**config.mk**
```make
export PLATFORM = sky130hd
export DESIGN_NAME = i2c_ws2812_ctrl
export DESIGN_NICKNAME = d
export VERILOG_FILES = /design/src/rtl/ledctrl_pkg.sv /design/src/rtl/ws2812_tx.sv /design/src/rtl/i2c_ws2812_ctrl.sv
export SDC_FILE = /design/constraint.sdc
export NUM_CORES = 1
export LEC_CHECK = 0
export ABC_AREA = 1
export CORE_MARGIN = 5
export CORE_UTILIZATION = 30
export DETAILED_ROUTE_END_ITERATION = 10
export PLACE_DENSITY = 0.47
export SETUP_SLACK_MARGIN = 0.5
export SLEW_MARGIN = 20
export SYNTH_ARGS = -nofsm -noshare
export SYNTH_HDL_FRONTEND = slang
export SYNTH_SLANG_ARGS = --single-unit
```
**constraint.sdc**
```tcl
create_clock -name clk -period 3.15 [get_ports clk]
set_input_delay 0.4725 -clock clk [delete_from_list [all_inputs] [get_ports clk]]
set_output_delay 0.4725 -clock clk [all_outputs]
set_load 0.01 [all_outputs]
```
**src/rtl/ledctrl_pkg.sv**
```systemverilog
// ledctrl_pkg -- shared types and constants for the I2C-to-WS2812 controller.
//   i2c_state_t : I2C write-slave FSM states
//   led_state_t : WS2812 serialiser FSM states
//   line_t      : synchronised bus line level plus single-cycle edge strobes
//   ACK / NACK  : SDA drive levels during the ninth SCL clock
//   DEF_*       : default timing in clk cycles (25 MHz clock)
package ledctrl_pkg;

  localparam logic ACK  = 1'b0;
  localparam logic NACK = 1'b1;

  localparam int DEF_T0H_CYC  = 10;
  localparam int DEF_T1H_CYC  = 20;
  localparam int DEF_TBIT_CYC = 31;
  localparam int DEF_TRES_CYC = 1300;

  typedef enum logic [2:0] {
    I2C_IDLE   = 3'd0,
    I2C_ADDR   = 3'd1,
    I2C_CMD    = 3'd2,
    I2C_DATA   = 3'd3,
    I2C_IGNORE = 3'd4
  } i2c_state_t;

  typedef enum logic [1:0] {
    LED_IDLE = 2'd0,
    LED_BIT  = 2'd1,
    LED_RES  = 2'd2
  } led_state_t;

  typedef struct packed {
    logic lvl;
    logic rise;
    logic fall;
  } line_t;

endpackage

```
**src/rtl/ws2812_tx.sv**
```systemverilog
// ws2812_tx -- output buffer, bit serialiser and latch gap for a WS2812 chain.
//   clk, reset : system clock, synchronous active-high reset
//   load       : one-cycle strobe, copies load_data into the output buffer and
//                requests a frame (queued as pending while a frame runs)
//   load_data  : 3*LED_CNT bytes, index 0 first on the wire
//   led_o      : serial data, registered
// Build option LEDCTRL_GRB_ORDER_EN: each received R,G,B triple is stored
// (and therefore sent) as G,R,B.
module ws2812_tx
  import ledctrl_pkg::*;
#(
  parameter int LED_CNT  = 3,
  parameter int T0H_CYC  = DEF_T0H_CYC,
  parameter int T1H_CYC  = DEF_T1H_CYC,
  parameter int TBIT_CYC = DEF_TBIT_CYC,
  parameter int TRES_CYC = DEF_TRES_CYC
) (
  input  logic                      clk,
  input  logic                      reset,
  input  logic                      load,
  input  logic [3*LED_CNT-1:0][7:0] load_data,
  output logic                      led_o
);

  localparam int NBYTES = 3*LED_CNT;
  localparam int NBITS  = 8*NBYTES;
  localparam int IW     = $clog2(NBITS);
  localparam int CW     = $clog2(TRES_CYC > TBIT_CYC ? TRES_CYC : TBIT_CYC);

  localparam logic [CW-1:0] T0H       = CW'(T0H_CYC);
  localparam logic [CW-1:0] T1H       = CW'(T1H_CYC);
  localparam logic [CW-1:0] TBIT_LAST = CW'(TBIT_CYC-1);
  localparam logic [CW-1:0] TRES_LAST = CW'(TRES_CYC-1);
  localparam logic [IW-1:0] LAST_BIT  = IW'(NBITS-1);

  led_state_t              state, state_n;
  logic [CW-1:0]           cnt, cnt_n;
  logic [IW-1:0]           bit_idx, bit_idx_n;
  logic                    pend, pend_n;
  logic [NBYTES-1:0][7:0]  obuf, obuf_n, wire_data;
  logic                    cur_bit, led_n;

  always_comb begin
    wire_data = load_data;
`ifdef LEDCTRL_GRB_ORDER_EN
    for (int l = 0; l < LED_CNT; l++) begin
      wire_data[3*l]   = load_data[3*l+1];
      wire_data[3*l+1] = load_data[3*l];
    end
`endif
  end

  // Everything is computed as next-state so led_o can be a plain flop and the
  // first high phase starts on the very edge that loads the buffer.
  always_comb begin
    state_n   = state;
    cnt_n     = cnt;
    bit_idx_n = bit_idx;
    pend_n    = pend;
    obuf_n    = load ? wire_data : obuf;
    case (state)
      LED_IDLE: if (load) begin
        state_n   = LED_BIT;
        cnt_n     = '0;
        bit_idx_n = '0;
      end
      LED_BIT: begin
        if (load) pend_n = 1'b1;
        if (cnt == TBIT_LAST) begin
          cnt_n = '0;
          if (bit_idx == LAST_BIT) state_n = LED_RES;
          else bit_idx_n = bit_idx + IW'(1);
        end else begin
          cnt_n = cnt + CW'(1);
        end
      end
      LED_RES: begin
        if (load) pend_n = 1'b1;
        if (cnt == TRES_LAST) begin
          cnt_n     = '0;
          bit_idx_n = '0;
          if (pend_n) begin
            state_n = LED_BIT;
            pend_n  = 1'b0;
          end else begin
            state_n = LED_IDLE;
          end
        end else begin
          cnt_n = cnt + CW'(1);
        end
      end
      default: state_n = LED_IDLE;
    endcase
    cur_bit = obuf_n[bit_idx_n[IW-1:3]][3'd7 - bit_idx_n[2:0]];
    led_n   = (state_n == LED_BIT) && (cnt_n < (cur_bit ? T1H : T0H));
  end

  // A load mid-frame replaces the buffer at once; bits not yet sent come from
  // the new data, and the pending frame then resends the whole chain.
  always_ff @(posedge clk) begin
    if (reset) begin
      state   <= LED_IDLE;
      cnt     <= '0;
      bit_idx <= '0;
      pend    <= 1'b0;
      obuf    <= '0;
      led_o   <= 1'b0;
    end else begin
      state   <= state_n;
      cnt     <= cnt_n;
      bit_idx <= bit_idx_n;
      pend    <= pend_n;
      obuf    <= obuf_n;
      led_o   <= led_n;
    end
  end

endmodule

```
**src/rtl/i2c_ws2812_ctrl.sv**
```systemverilog
// i2c_ws2812_ctrl -- I2C write-only slave feeding a WS2812 LED chain.
//   clk, reset   : system clock, synchronous active-high reset
//   scl_i, sda_i : sampled I2C bus levels (asynchronous to clk)
//   scl_o        : SCL drive, always released (no clock stretching)
//   sda_o        : SDA drive, 0 = ACK, 1 = released
//   led_o        : WS2812 serial data
// Write frame: ADDRESS+W, command byte N (LEDs to update, 0 or >LED_CNT means
// all), then up to 3*N RGB bytes into the shadow buffer. A STOP after at least
// one accepted data byte copies the shadow buffer out and starts a frame.
// Build option LEDCTRL_GRB_ORDER_EN (in ws2812_tx): send each triple as G,R,B.
module i2c_ws2812_ctrl
  import ledctrl_pkg::*;
#(
  parameter logic [6:0] ADDRESS  = 7'h4A,
  parameter int         LED_CNT  = 3,
  parameter int         T0H_CYC  = DEF_T0H_CYC,
  parameter int         T1H_CYC  = DEF_T1H_CYC,
  parameter int         TBIT_CYC = DEF_TBIT_CYC,
  parameter int         TRES_CYC = DEF_TRES_CYC
) (
  input  logic clk,
  input  logic reset,
  input  logic scl_i,
  output logic scl_o,
  input  logic sda_i,
  output logic sda_o,
  output logic led_o
);

  localparam int NBYTES = 3*LED_CNT;
  localparam int BW     = $clog2(NBYTES+1);

  // [0],[1] are the synchroniser, [2] is the previous synced level for edges.
  // Reset to 1 (idle bus) so leaving reset never fakes an edge.
  logic [2:0] scl_pipe, sda_pipe;
  line_t      scl_ln, sda_ln;
  logic       start_det, stop_det;

  always_ff @(posedge clk) begin
    if (reset) begin
      scl_pipe <= '1;
      sda_pipe <= '1;
    end else begin
      scl_pipe <= {scl_pipe[1:0], scl_i};
      sda_pipe <= {sda_pipe[1:0], sda_i};
    end
  end

  assign scl_ln    = '{lvl: scl_pipe[1], rise: scl_pipe[1] & ~scl_pipe[2], fall: ~scl_pipe[1] & scl_pipe[2]};
  assign sda_ln    = '{lvl: sda_pipe[1], rise: sda_pipe[1] & ~sda_pipe[2], fall: ~sda_pipe[1] & sda_pipe[2]};
  assign start_det = scl_ln.lvl & sda_ln.fall;
  assign stop_det  = scl_ln.lvl & sda_ln.rise;

  assign scl_o = 1'b1;

  i2c_state_t             state;
  logic [3:0]             bit_cnt;   // SCL rises seen in this byte, 9 = ACK clock
  logic [7:0]             shreg;
  logic [BW-1:0]          byte_idx, byte_lim;
  logic                   has_data;
  logic                   load;
  logic [NBYTES-1:0][7:0] shadow;
  int                     n_cmd;

  always_comb begin
    n_cmd = int'(shreg);
    if (shreg == 8'd0 || n_cmd > LED_CNT) n_cmd = LED_CNT;
  end

  // Bits shift in on SCL rise. The ACK decision is taken on the SCL fall after
  // bit 8 and held until the fall after bit 9, so SDA only moves while SCL is low.
  always_ff @(posedge clk) begin
    if (reset) begin
      state    <= I2C_IDLE;
      bit_cnt  <= '0;
      shreg    <= '0;
      byte_idx <= '0;
      byte_lim <= BW'(NBYTES);
      has_data <= 1'b0;
      load     <= 1'b0;
      shadow   <= '0;
      sda_o    <= 1'b1;
    end else begin
      load <= 1'b0;
      if (stop_det) begin
        state   <= I2C_IDLE;
        bit_cnt <= '0;
        sda_o   <= 1'b1;
        if (has_data) begin
          load     <= 1'b1;
          has_data <= 1'b0;
        end
      end else if (start_det) begin
        state   <= I2C_ADDR;
        bit_cnt <= '0;
        sda_o   <= 1'b1;
      end else if (state == I2C_ADDR || state == I2C_CMD || state == I2C_DATA) begin
        if (scl_ln.rise && bit_cnt != 4'd9) begin
          if (bit_cnt < 4'd8) shreg <= {shreg[6:0], sda_ln.lvl};
          bit_cnt <= bit_cnt + 4'd1;
        end else if (scl_ln.fall && bit_cnt == 4'd9) begin
          sda_o   <= 1'b1;
          bit_cnt <= '0;
        end else if (scl_ln.fall && bit_cnt == 4'd8) begin
          case (state)
            I2C_ADDR: begin
              if (shreg == {ADDRESS, 1'b0}) begin
                sda_o <= ACK;
                state <= I2C_CMD;
              end else begin
                sda_o <= NACK;
                state <= I2C_IGNORE;
              end
            end
            I2C_CMD: begin
              sda_o    <= ACK;
              byte_lim <= BW'(3*n_cmd);
              byte_idx <= '0;
              state    <= I2C_DATA;
            end
            I2C_DATA: begin
              if (byte_idx < byte_lim) begin
                shadow[byte_idx] <= shreg;
                byte_idx         <= byte_idx + BW'(1);
                has_data         <= 1'b1;
                sda_o            <= ACK;
              end else begin
                sda_o <= NACK;
              end
            end
            default: ;
          endcase
        end
      end
    end
  end

  ws2812_tx #(
    .LED_CNT  (LED_CNT),
    .T0H_CYC  (T0H_CYC),
    .T1H_CYC  (T1H_CYC),
    .TBIT_CYC (TBIT_CYC),
    .TRES_CYC (TRES_CYC)
  ) u_tx (
    .clk       (clk),
    .reset     (reset),
    .load      (load),
    .load_data (shadow),
    .led_o     (led_o)
  );

endmodule

```
==> flow_metrics.env <==
export IMPL_io_pins=7
export IMPL_grt_pass1_wl_um=40100
export IMPL_h_tree_depth=4
export IMPL_clock_sinks=198
export IMPL_synth_area_um2=9160
export IMPL_clk_transition_reported_paths_ps=70
export IMPL_dp_hpwl_um=16300
export IMPL_hold_viol=0
export IMPL_grt_overflow_total=0
export IMPL_syn_nets=1307
export IMPL_clk_latency_ps=440
export IMPL_ctsRootBufferMaster="clkbuf_16"
export IMPL_synth_area_leader_cell="dfxtp_1"
export IMPL_grt_usage_pct=14.7
export IMPL_final_util_pct=34.9
export IMPL_leakagePower_nw=4.14
export IMPL_post_drt_via_cell_ratio=4.66
export IMPL_ys_warnings_count=0
export IMPL_dieArea_um2=34100
export IMPL_p_per_area_nw_per_um2=471
export IMPL_antenna_found_initial=0
export IMPL_ys_flop_type="dfxtp_1"
export IMPL_die_w_um=185
export IMPL_io_buffers=5
export IMPL_worstPathCellList="inv_2 > ha_4 > nand2_1 > nor2_1 > nand4_1 > nand2_1 > o211ai_1 > o22ai_1 > inv_1 > nand3_1 > nand3_2 > nand3_2 > nand2_2 > ha_4 > a21oi_4 > o21ai_1 > nor2_1 > nand2_1 > inv_1"
export IMPL_first_iter_violations=517
export IMPL_layout_drive_gt1_share_pct=10.8
export IMPL_grt_pass1_vias=7409
export IMPL_synth_most_common_cell="nor2_1"
export IMPL_async_reset_ff_share_pct=0
export IMPL_setup_viol=0
export IMPL_power_total_mw=4.99
export IMPL_ir_worst_vdd_v=0.000374
export IMPL_path_max_fanout=5
export IMPL_rows=64
export IMPL_timing_fmax_ghz=0.350
export IMPL_slowest_stage="dfxtp_2"
export IMPL_syn_inst=1282
export IMPL_yosysUniqueCellTypes=44
export IMPL_period_needed_ps=2860
export IMPL_rsz0062_at_grt="true"
export IMPL_synthTopCellsByCount="nor2_1, dfxtp_1, nand2_1"
export IMPL_tns_ps=0
export IMPL_nets=1302
export IMPL_drt_pass1_iter_count=5
export IMPL_synth_seq_area_share_pct=43.3
export IMPL_synth_seq_cells=198
export IMPL_worstSetupEndpointType="flip-flop"
export IMPL_max_stage_delay_ps=340
export IMPL_stdcell_area_um2=10600
export IMPL_netlist_area_leader_share_pct=43.3
export IMPL_critical_path_top_delay_family="simple AND/OR/NAND/NOR gates"
export IMPL_worstHoldPathType="reg -> reg"
export IMPL_cp_start_kind="flip-flop"
export IMPL_synth_area_per_cell_um2=7.15
export IMPL_period_share_pct=90.8
export IMPL_vias=7862
export IMPL_cts_buffers_inserted=17
export IMPL_worstMarginPinSlew_ps=765
export IMPL_cts_tree="yes"
export IMPL_synth_edff_count=0
export IMPL_ys_top_cells_by_area="dfxtp_1, nor2_1, nand2_1"
export IMPL_antenna_cells=0
export IMPL_clock_path_buffers=2
export IMPL_cp_arrival_ps=3190
export IMPL_path_buf_inv=3
export IMPL_slew_viol_final=0
export IMPL_skew_ps=20.8
export IMPL_place_gp_congestion=0.869
export IMPL_core_um2=30300
export IMPL_relSlewSlack_pct=48.9
export IMPL_start_util_pct=30.2
export IMPL_maxCapViolations=0
export IMPL_drc=0
export IMPL_path_common_cell="nand2_1"
export IMPL_wire_per_inst_um=14.6
export IMPL_required_ps=3480
export IMPL_drt_wl_total_um=24700
export IMPL_outcome="complete, no violations"
export IMPL_grt_max_degree=150
export IMPL_syn_to_final_growth_pct=15.7
export IMPL_worstSetupPathType="reg -> reg"
export IMPL_die_h_um=185
export IMPL_post_dp_cell_area_um2=9630
export IMPL_postRouteAntennaNets=0
stage by stage:
step | instances | setup WS (ps) | hold WS (ps)
floorplan | 1282 | 500 | 389
global placement | 1641 | 72.2 | 397
detailed placement | 1641 | 65.9 | 394
CTS | 1686 | 292 | 405
global route | 1686 | 21.2 | 418
finish | 1686 | 289 | 405
final timing paths:
path	from	end	slack, ps	cells after the start
hold / removal	scl_pipe[0]	scl_pipe[1]	400	1
setup reg to reg	u_tx.cnt[0]	u_tx.led_o	290	19
hold reg to reg	scl_pipe[0]	scl_pipe[1]	400	1
setup / recovery	u_tx.cnt[0]	u_tx.led_o	290	19
what timing repair did:
action / CTS / global route
cloned: 2 / 0
pin swaps: 18 / 7
buffers inserted: 11 / 0
hold buffers: 0 / 0
gates resized for setup: 40 / 12
endpoints found under the setup margin: 1 / 17
registers in the layout, indices dropped and copies added (netlist names), 2 cells and up:
register and flops:
shadow 72, u_tx.state 2, shreg 8, u_tx.cnt 11, byte_idx 4, state 3, sda_pipe 3, bit_cnt 4
scl_pipe 3, byte_lim 4, u_tx.bit_idx 7, u_tx.obuf 72
placed cells by master (no fill, tap or decap), drive strengths merged, types with 14 or more instances in the layout:
master  netlist  final
nor2        215    215
dfxtp       198    198
nand2       190    192
inv         180    188
o21ai       128    128
nand3       102    102
a21oi        53     53
a211oi       51     51
buf          15     38
ha           21     21
clkbuf       53     18
nand3b       14     14
routing by layer:
metal / GRT usage, % / share of wire (%)
met1: 21.2 / 51
met2: 22.8 / 44
met3: 2.33 / 2.9
met4: 4.20 / 1.8
met5: 0 / 0
report_power, final:
part	switching (mW)	internal (mW)
Clock	1.09	1.32
Sequential	0.00543	2.50
Combinational	0.0558	0.0171
Total	1.15	3.84
area by class of cell:
| cell class | count | area [um2] |
|---|---|---|
| clock buffer | 18 | 439 |
| clock inverter | 14 | 210 |
| fill | 3198 | 19800 |
| inverter | 183 | 696 |
| multi-input combinational | 835 | 4360 |
| sequential | 198 | 3980 |
| tap | 396 | 495 |
| timing repair buffer | 42 | 414 |
cell families after synthesis:
kind of cell    share of synthesized area, %
simple gates                            26.6
compound gates                          15.8
buf+inv                                 11.0
flops                                   43.3
fa+ha+maj                               2.87
xor+xnor                               0.287
other cells                           0.0820
worst reg2reg max path, cell delays in order (launching register included):
cell,delay [ps]
dfxtp_2,340
inv_2,70
ha_4,130
nand2_1,50
nor2_1,220
nand4_1,260
nand2_1,120
o211ai_1,80
o22ai_1,280
inv_1,220
nand3_1,140
nand3_2,80
nand3_2,110
nand2_2,80
ha_4,280
a21oi_4,50
o21ai_1,110
nor2_1,50
nand2_1,60
inv_1,30
(Power assumes the default switching activity.)
